<file path="src/rtl/sif_xa_arb_if.sv">
// Signal bundle between the two host requesters, the arbiter and the sif X access port.
// slave is the arbiter's view; master is the environment (requesters plus sif) view.
interface sif_xa_arb_if #(
  parameter int AW = 16,
  parameter int DW = 16
);
  logic          a_req;
  logic          a_we;
  logic [AW-1:0] a_addr;
  logic [DW-1:0] a_wdata;
  logic          a_gnt;
  logic          a_rvalid;
  logic [DW-1:0] a_rdata;

  logic          b_req;
  logic          b_we;
  logic [AW-1:0] b_addr;
  logic [DW-1:0] b_wdata;
  logic          b_gnt;
  logic          b_rvalid;
  logic [DW-1:0] b_rdata;

  logic          xa_wr_s;
  logic          xa_rd_s;
  logic [AW-1:0] xa_addr;
  logic [DW-1:0] xa_data_wr;
  logic [DW-1:0] xa_data_rd;

  modport slave (
    input  a_req, a_we, a_addr, a_wdata,
    input  b_req, b_we, b_addr, b_wdata,
    input  xa_data_rd,
    output a_gnt, a_rvalid, a_rdata,
    output b_gnt, b_rvalid, b_rdata,
    output xa_wr_s, xa_rd_s, xa_addr, xa_data_wr
  );

  modport master (
    output a_req, a_we, a_addr, a_wdata,
    output b_req, b_we, b_addr, b_wdata,
    output xa_data_rd,
    input  a_gnt, a_rvalid, a_rdata,
    input  b_gnt, b_rvalid, b_rdata,
    input  xa_wr_s, xa_rd_s, xa_addr, xa_data_wr
  );
endinterface

</file>
<file path="src/rtl/sif_xa_arb.sv">
// Two-requester round-robin arbiter for the sif X access port. The winning command is
// registered onto xa_*; a tag pipeline steers each read's data back to its issuer.
module sif_xa_arb #(
  parameter int AW     = 16,
  parameter int DW     = 16,
  parameter int RD_LAT = 1
) (
  input logic         clk,
  input logic         rst_b,
  input logic         en,
  sif_xa_arb_if.slave bus
);

  typedef enum logic {PRIO_A = 1'b0, PRIO_B = 1'b1} prio_e;

  prio_e             prio_q, prio_d;
  logic              a_gnt_w, b_gnt_w;
  logic              xfer_w;
  logic              sel_we_w;
  logic              sel_src_w;
  logic [AW-1:0]     sel_addr_w;
  logic [DW-1:0]     sel_wdata_w;

  logic              wr_s_q, rd_s_q;
  logic              cmd_src_q;
  logic [AW-1:0]     addr_q;
  logic [DW-1:0]     wdata_q;

  logic [RD_LAT-1:0] tag_vld_q;
  logic [RD_LAT-1:0] tag_src_q;

  // Grant and priority; rst_b is high-true, so a request in a reset cycle is never taken.
  always_comb begin
    a_gnt_w = 1'b0;
    b_gnt_w = 1'b0;
    prio_d  = prio_q;
    if (!rst_b && en) begin
      if (bus.a_req && (!bus.b_req || prio_q == PRIO_A)) begin
        a_gnt_w = 1'b1;
      end else if (bus.b_req) begin
        b_gnt_w = 1'b1;
      end
    end
    if (a_gnt_w) begin
      prio_d = PRIO_B;
    end else if (b_gnt_w) begin
      prio_d = PRIO_A;
    end
  end

  always_ff @(posedge clk) begin
    if (rst_b) begin
      prio_q <= PRIO_A;
    end else begin
      prio_q <= prio_d;
    end
  end

  assign xfer_w      = a_gnt_w | b_gnt_w;
  assign sel_src_w   = b_gnt_w;
  assign sel_we_w    = b_gnt_w ? bus.b_we    : bus.a_we;
  assign sel_addr_w  = b_gnt_w ? bus.b_addr  : bus.a_addr;
  assign sel_wdata_w = b_gnt_w ? bus.b_wdata : bus.a_wdata;

  // Command stage: strobes last one cycle, address/data hold when idle.
  always_ff @(posedge clk) begin
    if (rst_b) begin
      wr_s_q    <= 1'b0;
      rd_s_q    <= 1'b0;
      cmd_src_q <= 1'b0;
      addr_q    <= '0;
      wdata_q   <= '0;
    end else begin
      wr_s_q <= xfer_w & sel_we_w;
      rd_s_q <= xfer_w & ~sel_we_w;
      if (xfer_w) begin
        addr_q    <= sel_addr_w;
        cmd_src_q <= sel_src_w;
      end
      if (xfer_w && sel_we_w) begin
        wdata_q <= sel_wdata_w;
      end
    end
  end

  // Tag stage: entry 0 captures the strobe cycle, the last entry lines up with xa_data_rd.
  always_ff @(posedge clk) begin
    if (rst_b) begin
      tag_vld_q <= '0;
    end else begin
      tag_vld_q[0] <= rd_s_q;
      for (int i = 1; i < RD_LAT; i++) begin
        tag_vld_q[i] <= tag_vld_q[i-1];
      end
    end
  end

  always_ff @(posedge clk) begin
    tag_src_q[0] <= cmd_src_q;
    for (int i = 1; i < RD_LAT; i++) begin
      tag_src_q[i] <= tag_src_q[i-1];
    end
  end

  assign bus.a_gnt      = a_gnt_w;
  assign bus.b_gnt      = b_gnt_w;
  assign bus.xa_wr_s    = wr_s_q;
  assign bus.xa_rd_s    = rd_s_q;
  assign bus.xa_addr    = addr_q;
  assign bus.xa_data_wr = wdata_q;
  assign bus.a_rvalid   = tag_vld_q[RD_LAT-1] & ~tag_src_q[RD_LAT-1];
  assign bus.b_rvalid   = tag_vld_q[RD_LAT-1] &  tag_src_q[RD_LAT-1];
  assign bus.a_rdata    = bus.xa_data_rd;
  assign bus.b_rdata    = bus.xa_data_rd;

endmodule

</file>
<file path="src/flat_wrapper.sv">
// flat-port wrapper written by rule: the top's interface ports become plain ports
module sif_xa_arb_flat 
#(
  parameter int AW     = 16,
  parameter int DW     = 16,
  parameter int RD_LAT = 1
)
  (clk, rst_b, en, bus_a_req, bus_a_we, bus_a_addr, bus_a_wdata, bus_b_req, bus_b_we, bus_b_addr, bus_b_wdata, bus_xa_data_rd, bus_a_gnt, bus_a_rvalid, bus_a_rdata, bus_b_gnt, bus_b_rvalid, bus_b_rdata, bus_xa_wr_s, bus_xa_rd_s, bus_xa_addr, bus_xa_data_wr);
  sif_xa_arb_if #(.AW(AW), .DW(DW)) bus_i ();
  input logic clk;
  input logic rst_b;
  input logic en;
  input wire logic [$bits(bus_i.a_req)-1:0] bus_a_req;
  input wire logic [$bits(bus_i.a_we)-1:0] bus_a_we;
  input wire logic [$bits(bus_i.a_addr)-1:0] bus_a_addr;
  input wire logic [$bits(bus_i.a_wdata)-1:0] bus_a_wdata;
  input wire logic [$bits(bus_i.b_req)-1:0] bus_b_req;
  input wire logic [$bits(bus_i.b_we)-1:0] bus_b_we;
  input wire logic [$bits(bus_i.b_addr)-1:0] bus_b_addr;
  input wire logic [$bits(bus_i.b_wdata)-1:0] bus_b_wdata;
  input wire logic [$bits(bus_i.xa_data_rd)-1:0] bus_xa_data_rd;
  output wire logic [$bits(bus_i.a_gnt)-1:0] bus_a_gnt;
  output wire logic [$bits(bus_i.a_rvalid)-1:0] bus_a_rvalid;
  output wire logic [$bits(bus_i.a_rdata)-1:0] bus_a_rdata;
  output wire logic [$bits(bus_i.b_gnt)-1:0] bus_b_gnt;
  output wire logic [$bits(bus_i.b_rvalid)-1:0] bus_b_rvalid;
  output wire logic [$bits(bus_i.b_rdata)-1:0] bus_b_rdata;
  output wire logic [$bits(bus_i.xa_wr_s)-1:0] bus_xa_wr_s;
  output wire logic [$bits(bus_i.xa_rd_s)-1:0] bus_xa_rd_s;
  output wire logic [$bits(bus_i.xa_addr)-1:0] bus_xa_addr;
  output wire logic [$bits(bus_i.xa_data_wr)-1:0] bus_xa_data_wr;
  assign bus_i.a_req = bus_a_req;
  assign bus_i.a_we = bus_a_we;
  assign bus_i.a_addr = bus_a_addr;
  assign bus_i.a_wdata = bus_a_wdata;
  assign bus_i.b_req = bus_b_req;
  assign bus_i.b_we = bus_b_we;
  assign bus_i.b_addr = bus_b_addr;
  assign bus_i.b_wdata = bus_b_wdata;
  assign bus_i.xa_data_rd = bus_xa_data_rd;
  assign bus_a_gnt = bus_i.a_gnt;
  assign bus_a_rvalid = bus_i.a_rvalid;
  assign bus_a_rdata = bus_i.a_rdata;
  assign bus_b_gnt = bus_i.b_gnt;
  assign bus_b_rvalid = bus_i.b_rvalid;
  assign bus_b_rdata = bus_i.b_rdata;
  assign bus_xa_wr_s = bus_i.xa_wr_s;
  assign bus_xa_rd_s = bus_i.xa_rd_s;
  assign bus_xa_addr = bus_i.xa_addr;
  assign bus_xa_data_wr = bus_i.xa_data_wr;
  sif_xa_arb #(.AW(AW), .DW(DW), .RD_LAT(RD_LAT)) u_core (.clk(clk), .rst_b(rst_b), .en(en), .bus(bus_i));
endmodule
</file>
<file path="config.mk">
export PLATFORM = sky130hd
export DESIGN_NAME = sif_xa_arb_flat
export DESIGN_NICKNAME = d
export VERILOG_FILES = /design/src/rtl/sif_xa_arb_if.sv /design/src/rtl/sif_xa_arb.sv /design/src/flat_wrapper.sv
export SDC_FILE = /design/constraint.sdc
export NUM_CORES = 1
export LEC_CHECK = 0
export CAP_MARGIN = 10
export CORE_MARGIN = 2
export CORE_UTILIZATION = 35
export DETAILED_ROUTE_END_ITERATION = 7
export GPL_TIMING_DRIVEN = 1
export PLACE_DENSITY = 0.91
export SYNTH_ARGS = -nofsm -noshare
export SYNTH_HDL_FRONTEND = slang
export SYNTH_SLANG_ARGS = --single-unit
</file>
<file path="constraint.sdc">
create_clock -name clk -period 1.85 [get_ports clk]
set_clock_uncertainty 0.1 [all_clocks]
set_input_delay 0.37 -clock clk [delete_from_list [all_inputs] [get_ports clk]]
set_output_delay 0.37 -clock clk [all_outputs]
set_load 0.05 [all_outputs]
</file>
==> flow_metrics.py, run 1 <==
metrics = {
    "synth": {
        "syn_inst": 283,
        "ys_top_cells_by_area": "dfxtp_1 (34%), buf_4 (11%), nor2_1 (7.2%), o211a_1 (7.1%), nor4b_1 (6.2%)",
        "synth-seq-area-share_pct": 33.7,
        "synth_nets": 370,
        "syn_area_um2": 2250,
        "ys_seq_elements": 38,
        "yosysWarningCount": 0,
        "avgSynthCellArea_um2": 7.97,
        "synth.largest_area_cell": "dfxtp_1",
        "yosysTopAreaCellShare_pct": 33.7,
        "synth.distinct_cells": 29,
    },
    "global_route": {
        "grt_overflow_total": 0,
        "antenna_found_initial": 0,
        "grt_pass1_vias": 2362,
        "grt_pass1_wl_mm": 11.0,
        "track_usage_pct": 19.3,
        "grt_max_degree": 27,
    },
    "clock_network": {
        "ctsHoldBuffers": 0,
        "cts_num_sinks": 38,
        "h-tree-depth": 2,
        "clkLatencyLatePin_ns": 0.29,
        "cts-buffers-inserted": 5,
        "cts_root_buf": "clkbuf_8",
        "clockBufferDepth": 2,
        "cts_tree": "done",
        "clk_pin_slew_ns": 0.07,
    },
    "worst_setup_path": {
        "cp_max_fo": 6,
        "crit_family": "buffers and inverters",
        "crit_chain": "dlygate4sd2_1 -> a21bo_2 -> nor2_2 -> buf_12",
        "end_kind": "primary output",
        "crit_path_top_delay_cell": "dlygate4sd2_1",
        "path_class": "in -> out",
        "crit_required_ns": 1.38,
        "critPathArrivalTime_ns": 1.29,
        "cpPeakStageDelay_ns": 0.31,
        "cp-start-kind": "input pin",
        "crit_buf_inv": 2,
    },
    "detailed_routing": {
        "drtIter0Drc": 100,
        "wl_mm": 6.79,
        "viasPerCell": 5.21,
        "postRouteAntennaNets": 0,
        "vias": 2336,
        "firstDrtPassIters": 4,
        "drc_errors": 0,
        "wire_per_inst_um": 15.1,
    },
    "place": {
        "place_congestion": 0.882,
        "port_buffers": 108,
        "dp_hpwl_mm": 5.12,
        "dp.cells": 437,
        "pre_cts_ws_ns": -0.254,
        "dpl_cell_area_um2": 3240,
    },
    "floorplanning": {
        "core_um2": 6280,
        "core.rowCount": 29,
        "die_x_um": 84.3,
        "die_area_um2": 7100,
        "ios": 157,
        "start_util_pct": 35.9,
        "dieHeight_um": 84.3,
    },
    "finish": {
        "instances_no_fill": 448,
        "drive_above_1_share_pct": 21.8,
        "fin_nets": 457,
        "final_area_um2": 3410,
        "antenna_cells": 0,
        "n_fill_cell": 609,
        "area_growth_pct": 51.4,
    },
    "power": {
        "p_clk_share_pct": 34.7,
        "p_seq_share_pct": 36.1,
        "p_int_mw": 1.78,
        "comb_power_share_pct": 29.2,
        "p_sw_mw": 0.728,
        "vdd_drop_max_mv": 0.414,
        "swShare_pct": 29.0,
        "p_leak_nw": 1.56,
        "p_per_area_nw_per_um2": 736,
    },
    "sta": {
        "report.final.slew_viol_count": 0,
        "finalCritPeriodShare_pct": 95.1,
        "finalWorstSetupSlack_ns": 0.0911,
        "timing.final.crit_period_ns": 1.76,
        "finalHoldViolCount": 0,
        "setup_viol_count_final": 0,
        "slew_headroom_pct": 59.9,
        "max_freq_mhz": 569,
        "worstMarginPinSlew_ns": 0.599,
        "rsz0062_at_grt": "no",
    },
    "job": {
        "cap_violations": 0,
    },
    "outcome": {
        "status": "finished clean",
    },
    "hold_path": {
        "hp-class": "reg -> reg",
    },
}
==> worst reg2reg max path, cell delays in order, from the launching register on <==
cell and delay, ns:
dfxtp_2 0.37, and2b_2 0.25, buf_4 0.15, buf_12 0.14, nor4b_1 0.28, o21ai_0 0.14, o211a_1 0.13
==> layer usage <==
metal / wire [µm] / track usage [%] / part of all wire, %
met1: 2610 / 21.3 / 38
met2: 3430 / 34.6 / 51
met5: 0 / 0 / 0
met3: 575 / 4.52 / 8.5
met4: 168 / 9.38 / 2.5
==> stage by stage <==
| step | power, mW | util [%] | TNS, ns | hold slack [ns] |
|---|---|---|---|---|
| global placement | 1.64 | 51.6 | -5.56 | 0.243 |
| global route | 2.63 | 54.4 | 0 | 0.272 |
| CTS | 2.53 | 54.3 | 0 | 0.261 |
| detailed placement | 1.65 | 51.6 | -7.43 | 0.247 |
| floorplan | 1.50 | - | -0.158 | 0.231 |
| finish | 2.51 | 54.4 | 0 | 0.260 |
==> area by class of cell <==
type / instances / area, µm² / share of cell area [%]
Tap cell: 77 / 96.3 / 2.82
Clock buffer: 6 / 82.6 / 2.42
Sequential cell: 38 / 762 / 22.3
Timing Repair Buffer: 132 / 1250 / 36.7
Clock inverter: 2 / 60.1 / 1.76
Multi-Input combinational cell: 192 / 1160 / 33.9
Inverter: 1 / 3.75 / 0.110
==> logic make-up after synthesis <==
family | share of synthesized area (%)
multiplexers | 1.17
buffers and inverters | 15.5
AND/OR/NAND/NOR | 26.5
AO/OA/AOI/OAI | 23.1
flip-flops | 33.7
==> power by group through the flow <==
stage	Combinational (mW)	Sequential, mW	Clock, mW
after CTS	0.736	0.907	0.887
after floorplan	0.412	1.09	0
after global placement	0.718	0.923	0
final	0.732	0.907	0.872
after global routing	0.781	0.914	0.935
after detailed placement	0.730	0.925	0
==> worst paths after layout <==
path	startpoint	to	slack [ns]	cells after the start
worst max-delay path	bus_b_req	bus_a_gnt	0.09	4
worst min register to register	u_core.cmd_src_q	u_core.tag_src_q	0.26	0
worst min-delay path	u_core.cmd_src_q	u_core.tag_src_q	0.26	0
worst max register to register	u_core.prio_q	u_core.bus.xa_data_wr[1]	0.18	6
==> synthesized netlist by cell type <==
| cell type | number |
|---|---|
| o21ai_0 | 22 |
| o21ai_1 | 2 |
| mux2_2 | 1 |
| a21bo_2 | 1 |
| nor4b_1 | 16 |
| mux2_4 | 1 |
| nand2_1 | 26 |
| nor2_4 | 1 |
| o21a_1 | 1 |
| inv_2 | 1 |
| nand2_4 | 1 |
| o211a_1 | 16 |
| buf_6 | 2 |
| nor3_4 | 1 |
| nor2b_1 | 2 |
| a22oi_1 | 7 |
| a311oi_1 | 8 |
| nor3_1 | 3 |
| nand2b_1 | 18 |
| a21o_1 | 1 |
| a21boi_0 | 1 |
| buf_2 | 9 |
| dfxtp_1 | 38 |
| clkbuf_1 | 8 |
| and2b_1 | 1 |
| and2_1 | 2 |
| buf_4 | 33 |
| nor2_1 | 43 |
| a21oi_1 | 17 |
==> placed cells by master (no fill, tap or decap), types with 2 or more instances in the layout <==
master	netlist	routed
and2_1	2	2
buf_12	0	7
a22oi_1	7	7
o21ai_1	2	2
buf_4	33	55
o21ai_0	22	22
nand2_1	26	26
nor2b_1	2	2
bufinv_16	0	2
nor2_1	43	42
o211a_1	16	16
nor4b_1	16	16
clkbuf_8	0	6
nor3_1	3	3
a21oi_1	17	17
dfxtp_1	38	37
nand2b_1	18	17
clkdlybuf4s50_1	0	66
dlygate4sd2_1	0	3
a311oi_1	8	8
==> registers in the layout, summed over array words and instances (netlist names) <==
signal                 flops
u_core.bus.xa_rd_s         1
u_core.bus.xa_data_wr     16
u_core.cmd_src_q           1
u_core.bus.xa_addr        16
u_core.bus.xa_wr_s         1
u_core.tag_src_q           1
u_core.prio_q              1
u_core.tag_vld_q           1
==> timing repair <==
item,in CTS,in global routing
gates resized for setup,7,1
setup buffers,3,0
pin swaps,1,1
endpoints found under the setup margin,2,1
(Power assumes the default switching activity.)
==> inputs of run 2 (changes only) <==
==> constraint.sdc (replaced) <==
create_clock -name clk -period 1.85 [get_ports clk]
set_clock_uncertainty 0.1 [all_clocks]
set_input_delay 0.2775 -clock clk [delete_from_list [all_inputs] [get_ports clk]]
set_output_delay 0.2775 -clock clk [all_outputs]
set_load 0.05 [all_outputs]
==> flow_metrics.py, run 2 (synthesis results as in run 1) <==
metrics = {
    "outcome": {
        "status": "finished clean",
    },
    "power": {
        "p_seq_share_pct": 36.1,
        "p_clk_share_pct": 34.9,
        "comb_power_share_pct": 29.0,
        "p_per_area_nw_per_um2": 730,
        "swShare_pct": 29.1,
        "vdd_drop_max_mv": 0.497,
        "p_sw_mw": 0.730,
        "p_leak_nw": 1.63,
        "p_int_mw": 1.78,
    },
    "global_route": {
        "antenna_found_initial": 0,
        "track_usage_pct": 19.2,
        "grt_pass1_vias": 2330,
        "grt_max_degree": 27,
        "grt_pass1_wl_mm": 11.0,
        "grt_overflow_total": 0,
    },
    "worst_setup_path": {
        "cp_max_fo": 2,
        "cpPeakStageDelay_ns": 0.81,
        "crit_path_top_delay_cell": "clkdlybuf4s50_1",
        "rr_startpoint": "u_core.prio_q",
        "crit_family": "buffers and inverters",
        "reg2reg_setup_slack_ns": 0.22,
        "crit_buf_inv": 1,
        "crit_required_ns": 1.47,
        "path_class": "reg -> out",
        "cp-start-kind": "flip-flop",
        "end_kind": "primary output",
        "crit_chain": "clkdlybuf4s50_1",
        "critPathArrivalTime_ns": 1.43,
        "crit_start": "u_core.bus.xa_addr[9]",
    },
    "detailed_routing": {
        "postRouteAntennaNets": 0,
        "firstDrtPassIters": 4,
        "drtIter0Drc": 145,
        "vias": 2365,
        "wl_mm": 6.76,
        "drc_errors": 0,
        "wire_per_inst_um": 15.1,
        "viasPerCell": 5.29,
    },
    "sta": {
        "finalHoldViolCount": 0,
        "report.final.slew_viol_count": 0,
        "timing.final.crit_period_ns": 1.81,
        "slew_headroom_pct": 57.7,
        "max_freq_mhz": 554,
        "worstMarginPinSlew_ns": 0.633,
        "final.setup.tns_ns": 0,
        "finalCritPeriodShare_pct": 97.6,
        "rsz0062_at_grt": "no",
        "setup_viol_count_final": 0,
        "finalWorstSetupSlack_ns": 0.0440,
    },
    "floorplanning": {
        "core.rowCount": 29,
        "ios": 157,
        "die_area_um2": 7100,
        "dieHeight_um": 84.3,
        "die_x_um": 84.3,
        "core_um2": 6280,
        "start_util_pct": 35.9,
    },
    "place": {
        "pre_cts_ws_ns": -0.153,
        "port_buffers": 108,
        "place_congestion": 0.859,
        "dp_hpwl_mm": 5.07,
    },
    "clock_network": {
        "cts_tree": "done",
        "clk_pin_slew_ns": 0.08,
        "clkLatencyLatePin_ns": 0.29,
        "cts_num_sinks": 38,
        "cts_root_buf": "clkbuf_8",
        "cts-buffers-inserted": 5,
        "h-tree-depth": 2,
        "clockBufferDepth": 2,
    },
    "hold_path": {
        "min-delay-start": "u_core.cmd_src_q",
        "hp-class": "reg -> reg",
    },
    "finish": {
        "drive_above_1_share_pct": 18.9,
        "mostFrequentLayoutCells": "clkdlybuf4s50_1 (71), buf_4 (45), nor2_1 (42), dfxtp_1 (37), nand2_1 (26)",
        "fin_nets": 456,
        "area_growth_pct": 52.5,
        "final_common_cell": "clkdlybuf4s50_1",
        "antenna_cells": 0,
    },
    "job": {
        "cap_violations": 0,
    },
}
run 2: cell count changes in the layout (fill, tap and decap cells not counted), moves of 2 or more:
cell             delta
buf_4              -10
dlygate4sd2_1       -2
buf_12              -2
dlymetal6s2s_1      +7
clkdlybuf4s50_1     +5
run 2: power by group through the flow:
stage	logic, mW	clock network, mW	registers, mW
floorplan	0.412	0	1.09
global placement	0.713	0	0.923
detailed placement	0.725	0	0.926
CTS	0.731	0.895	0.907
global route	0.780	0.930	0.915
finish	0.728	0.875	0.907
run 2: per-layer routing:
layer | GRT usage (%) | part of all wire, % | up-vias
met4 | 8.65 | 3.2 | 0
met1 | 21.7 | 38 | 1088
met2 | 34.1 | 49 | 124
met5 | 0 | 0 | -
met3 | 4.33 | 9.9 | 27
li1 | - | - | 1126
run 2: through the flow:
step                      power [mW]  utilization [%]  std cells  instance area [µm²]  hold slack (ns)
after global routing            2.62             54.8        447                 3440            0.271
after detailed placement        1.65             51.7        438                 3250            0.250
after CTS                       2.53             54.3        446                 3410            0.263
after global placement          1.64             51.7        438                 3250            0.247
final                           2.51             54.8        447                 3440            0.260
after floorplan                 1.50                -        283                 2260            0.231
run 2: final timing paths:
| path | endpoint | cells past startpoint |
|---|---|---|
| worst max-delay path | bus_xa_addr[9] | 1 |
| worst min-delay path | u_core.tag_src_q | 0 |
| worst max register to register | u_core.bus.xa_data_wr[5] | 5 |
| worst min register to register | u_core.tag_src_q | 0 |
run 2: area by class of cell:
cell class,count,area [µm²]
fill,579,2840
timing repair buffer,131,1270
multi-input combinational,192,1160
sequential,38,762
tap,77,96.3
clock buffer,6,82.6
clock inverter,2,60.1
inverter,1,6.26
run 2: timing repair:
action | CTS | global route
endpoints found under the setup margin | 2 | 8
resized for setup | 8 | 9
hold buffers | 0 | 0
setup buffers | 0 | 1
hold endpoints to repair | 0 | 0
pin swaps | 1 | 1
==> inputs of run 3 (changes only) <==
- CELL_PAD_IN_SITES_DETAIL_PLACEMENT: default -> 0
- CELL_PAD_IN_SITES_GLOBAL_PLACEMENT: default -> 1
- CORE_UTILIZATION: 35 -> 24
- PLACE_DENSITY: 0.91 -> 0.93
==> flow_metrics.py, run 3 (synthesis results as in run 1) <==
metrics = {
    "outcome": {
        "status": "finished clean",
    },
    "worst_setup_path": {
        "cpPeakStageDelay_ns": 0.81,
        "crit_path_top_delay_cell": "clkdlybuf4s50_1",
        "end_kind": "primary output",
        "cp-start-kind": "flip-flop",
        "path_class": "reg -> out",
        "reg2reg_setup_slack_ns": 0.21,
        "cp_max_fo": 2,
        "crit_start": "u_core.bus.xa_addr[11]",
        "critPathArrivalTime_ns": 1.44,
        "timing.rr.end": "u_core.bus.xa_rd_s",
        "endpoint": "bus_xa_addr[11]",
        "rr_startpoint": "u_core.prio_q",
        "crit_chain": "clkdlybuf4s50_1",
        "crit_required_ns": 1.47,
        "rr_worst_depth": 5,
        "crit_family": "buffers and inverters",
        "crit_buf_inv": 1,
        "cp.depth": 1,
    },
    "floorplanning": {
        "core_um2": 9200,
        "ios": 157,
        "dieHeight_um": 101,
        "die_area_um2": 10200,
        "start_util_pct": 24.5,
        "core.rowCount": 35,
        "die_x_um": 101,
    },
    "clock_network": {
        "clockBufferDepth": 2,
        "cts-buffers-inserted": 5,
        "cts_num_sinks": 38,
        "cts_root_buf": "clkbuf_8",
        "clkLatencyLatePin_ns": 0.29,
        "h-tree-depth": 2,
        "clk_pin_slew_ns": 0.08,
        "cts_tree": "done",
    },
    "global_route": {
        "grt_pass1_vias": 2245,
        "grt_pass1_wl_mm": 10.8,
        "antenna_found_initial": 0,
        "grt_overflow_total": 0,
        "track_usage_pct": 13.1,
        "grt_max_degree": 27,
    },
    "power": {
        "vdd_drop_max_mv": 0.304,
        "p_per_area_nw_per_um2": 718,
        "p_leak_nw": 1.64,
        "power_mw": 2.51,
    },
    "sta": {
        "max_freq_mhz": 551,
        "timing.final.crit_period_ns": 1.81,
        "setup_viol_count_final": 0,
        "report.final.slew_viol_count": 0,
        "rsz0062_at_grt": "no",
        "slew_headroom_pct": 59.0,
        "finalCritPeriodShare_pct": 98.0,
        "finalHoldViolCount": 0,
        "worstMarginPinSlew_ns": 0.612,
        "fin_hold_ws_ns": 0.259,
    },
    "finish": {
        "drive_above_1_share_pct": 20.2,
        "n_fill_cell": 942,
        "instances_no_fill": 483,
        "multi_input_area_um2": 1160,
        "final_common_cell": "clkdlybuf4s50_1",
        "mostFrequentLayoutCells": "clkdlybuf4s50_1 (69), buf_4 (48), nor2_1 (42), dfxtp_1 (37), nand2_1 (26)",
        "seq_area_um2": 764,
        "fin_nets": 458,
        "antenna_cells": 0,
        "area_growth_pct": 55.0,
    },
    "detailed_routing": {
        "drc_errors": 0,
        "vias": 2241,
        "wl_mm": 6.98,
        "drtIter0Drc": 71,
        "viasPerCell": 4.64,
        "postRouteAntennaNets": 0,
        "wire_per_inst_um": 14.4,
        "firstDrtPassIters": 4,
    },
    "place": {
        "place_congestion": 0.760,
        "dp.cells": 471,
        "dp_hpwl_mm": 5.26,
        "port_buffers": 108,
    },
    "job": {
        "cap_violations": 0,
    },
    "hold_path": {
        "hp-class": "reg -> reg",
    },
}
[run 3: final cells by class]
type	instances	share of cell area [%]
Clock buffer	5	1.97
Timing Repair Buffer	133	36.9
Clock inverter	3	1.97
Multi-Input combinational cell	192	33.2
Tap cell	111	3.97
Inverter	1	0.107
Sequential cell	38	21.9
[run 3: worst min-delay path by stage]
stage                           from          endpoint  slack, ns  depth (start not counted)
finish              u_core.cmd_src_q  u_core.tag_src_q       0.26                          0
CTS                 u_core.cmd_src_q  u_core.tag_src_q       0.26                          0
global route        u_core.cmd_src_q  u_core.tag_src_q       0.27                          0
detailed placement  u_core.cmd_src_q  u_core.tag_src_q       0.25                          0
global placement    u_core.cmd_src_q  u_core.tag_src_q       0.25                          0
floorplan           u_core.cmd_src_q  u_core.tag_src_q       0.23                          0
[run 3: metal layers]
metal  share of wire (%)  wire length (µm)  up-vias  track usage (%)
met5                   0                 0        -                0
met1                  43              3030     1027             15.6
met3                 6.9               479       12             3.33
li1                    -                 -     1128                -
met4                0.77                54        0             3.64
met2                  49              3410       74             23.3
[run 3: per-stage QoR]
stage | instance area [µm²] | TNS (ns) | worst slack (ns) | utilization (%)
finish | 3500 | 0 | 0.0365 | 38.0
global route | 3500 | 0 | 0.000536 | 38.0
CTS | 3450 | 0 | 0.0113 | 37.5
detailed placement | 3290 | -3.63 | -0.131 | 35.7
global placement | 3290 | -1.62 | -0.0835 | 35.7
floorplan | 2260 | -0.0747 | -0.0747 | -
[run 3: what timing repair did]
action | 4_1_cts | 5_1_grt
gates resized for setup | 6 | 10
hold endpoints to repair | 0 | 0
hold buffers | 0 | 0
buffers inserted | 1 | 3
setup endpoints to repair | 2 | 8
pin swaps | 1 | 2
[run 3: power breakdown]
part / switching [mW] / internal (mW) / total [mW]
Sequential: 0.0351 / 0.871 / 0.906
Combinational: 0.397 / 0.338 / 0.736
Clock: 0.327 / 0.541 / 0.867
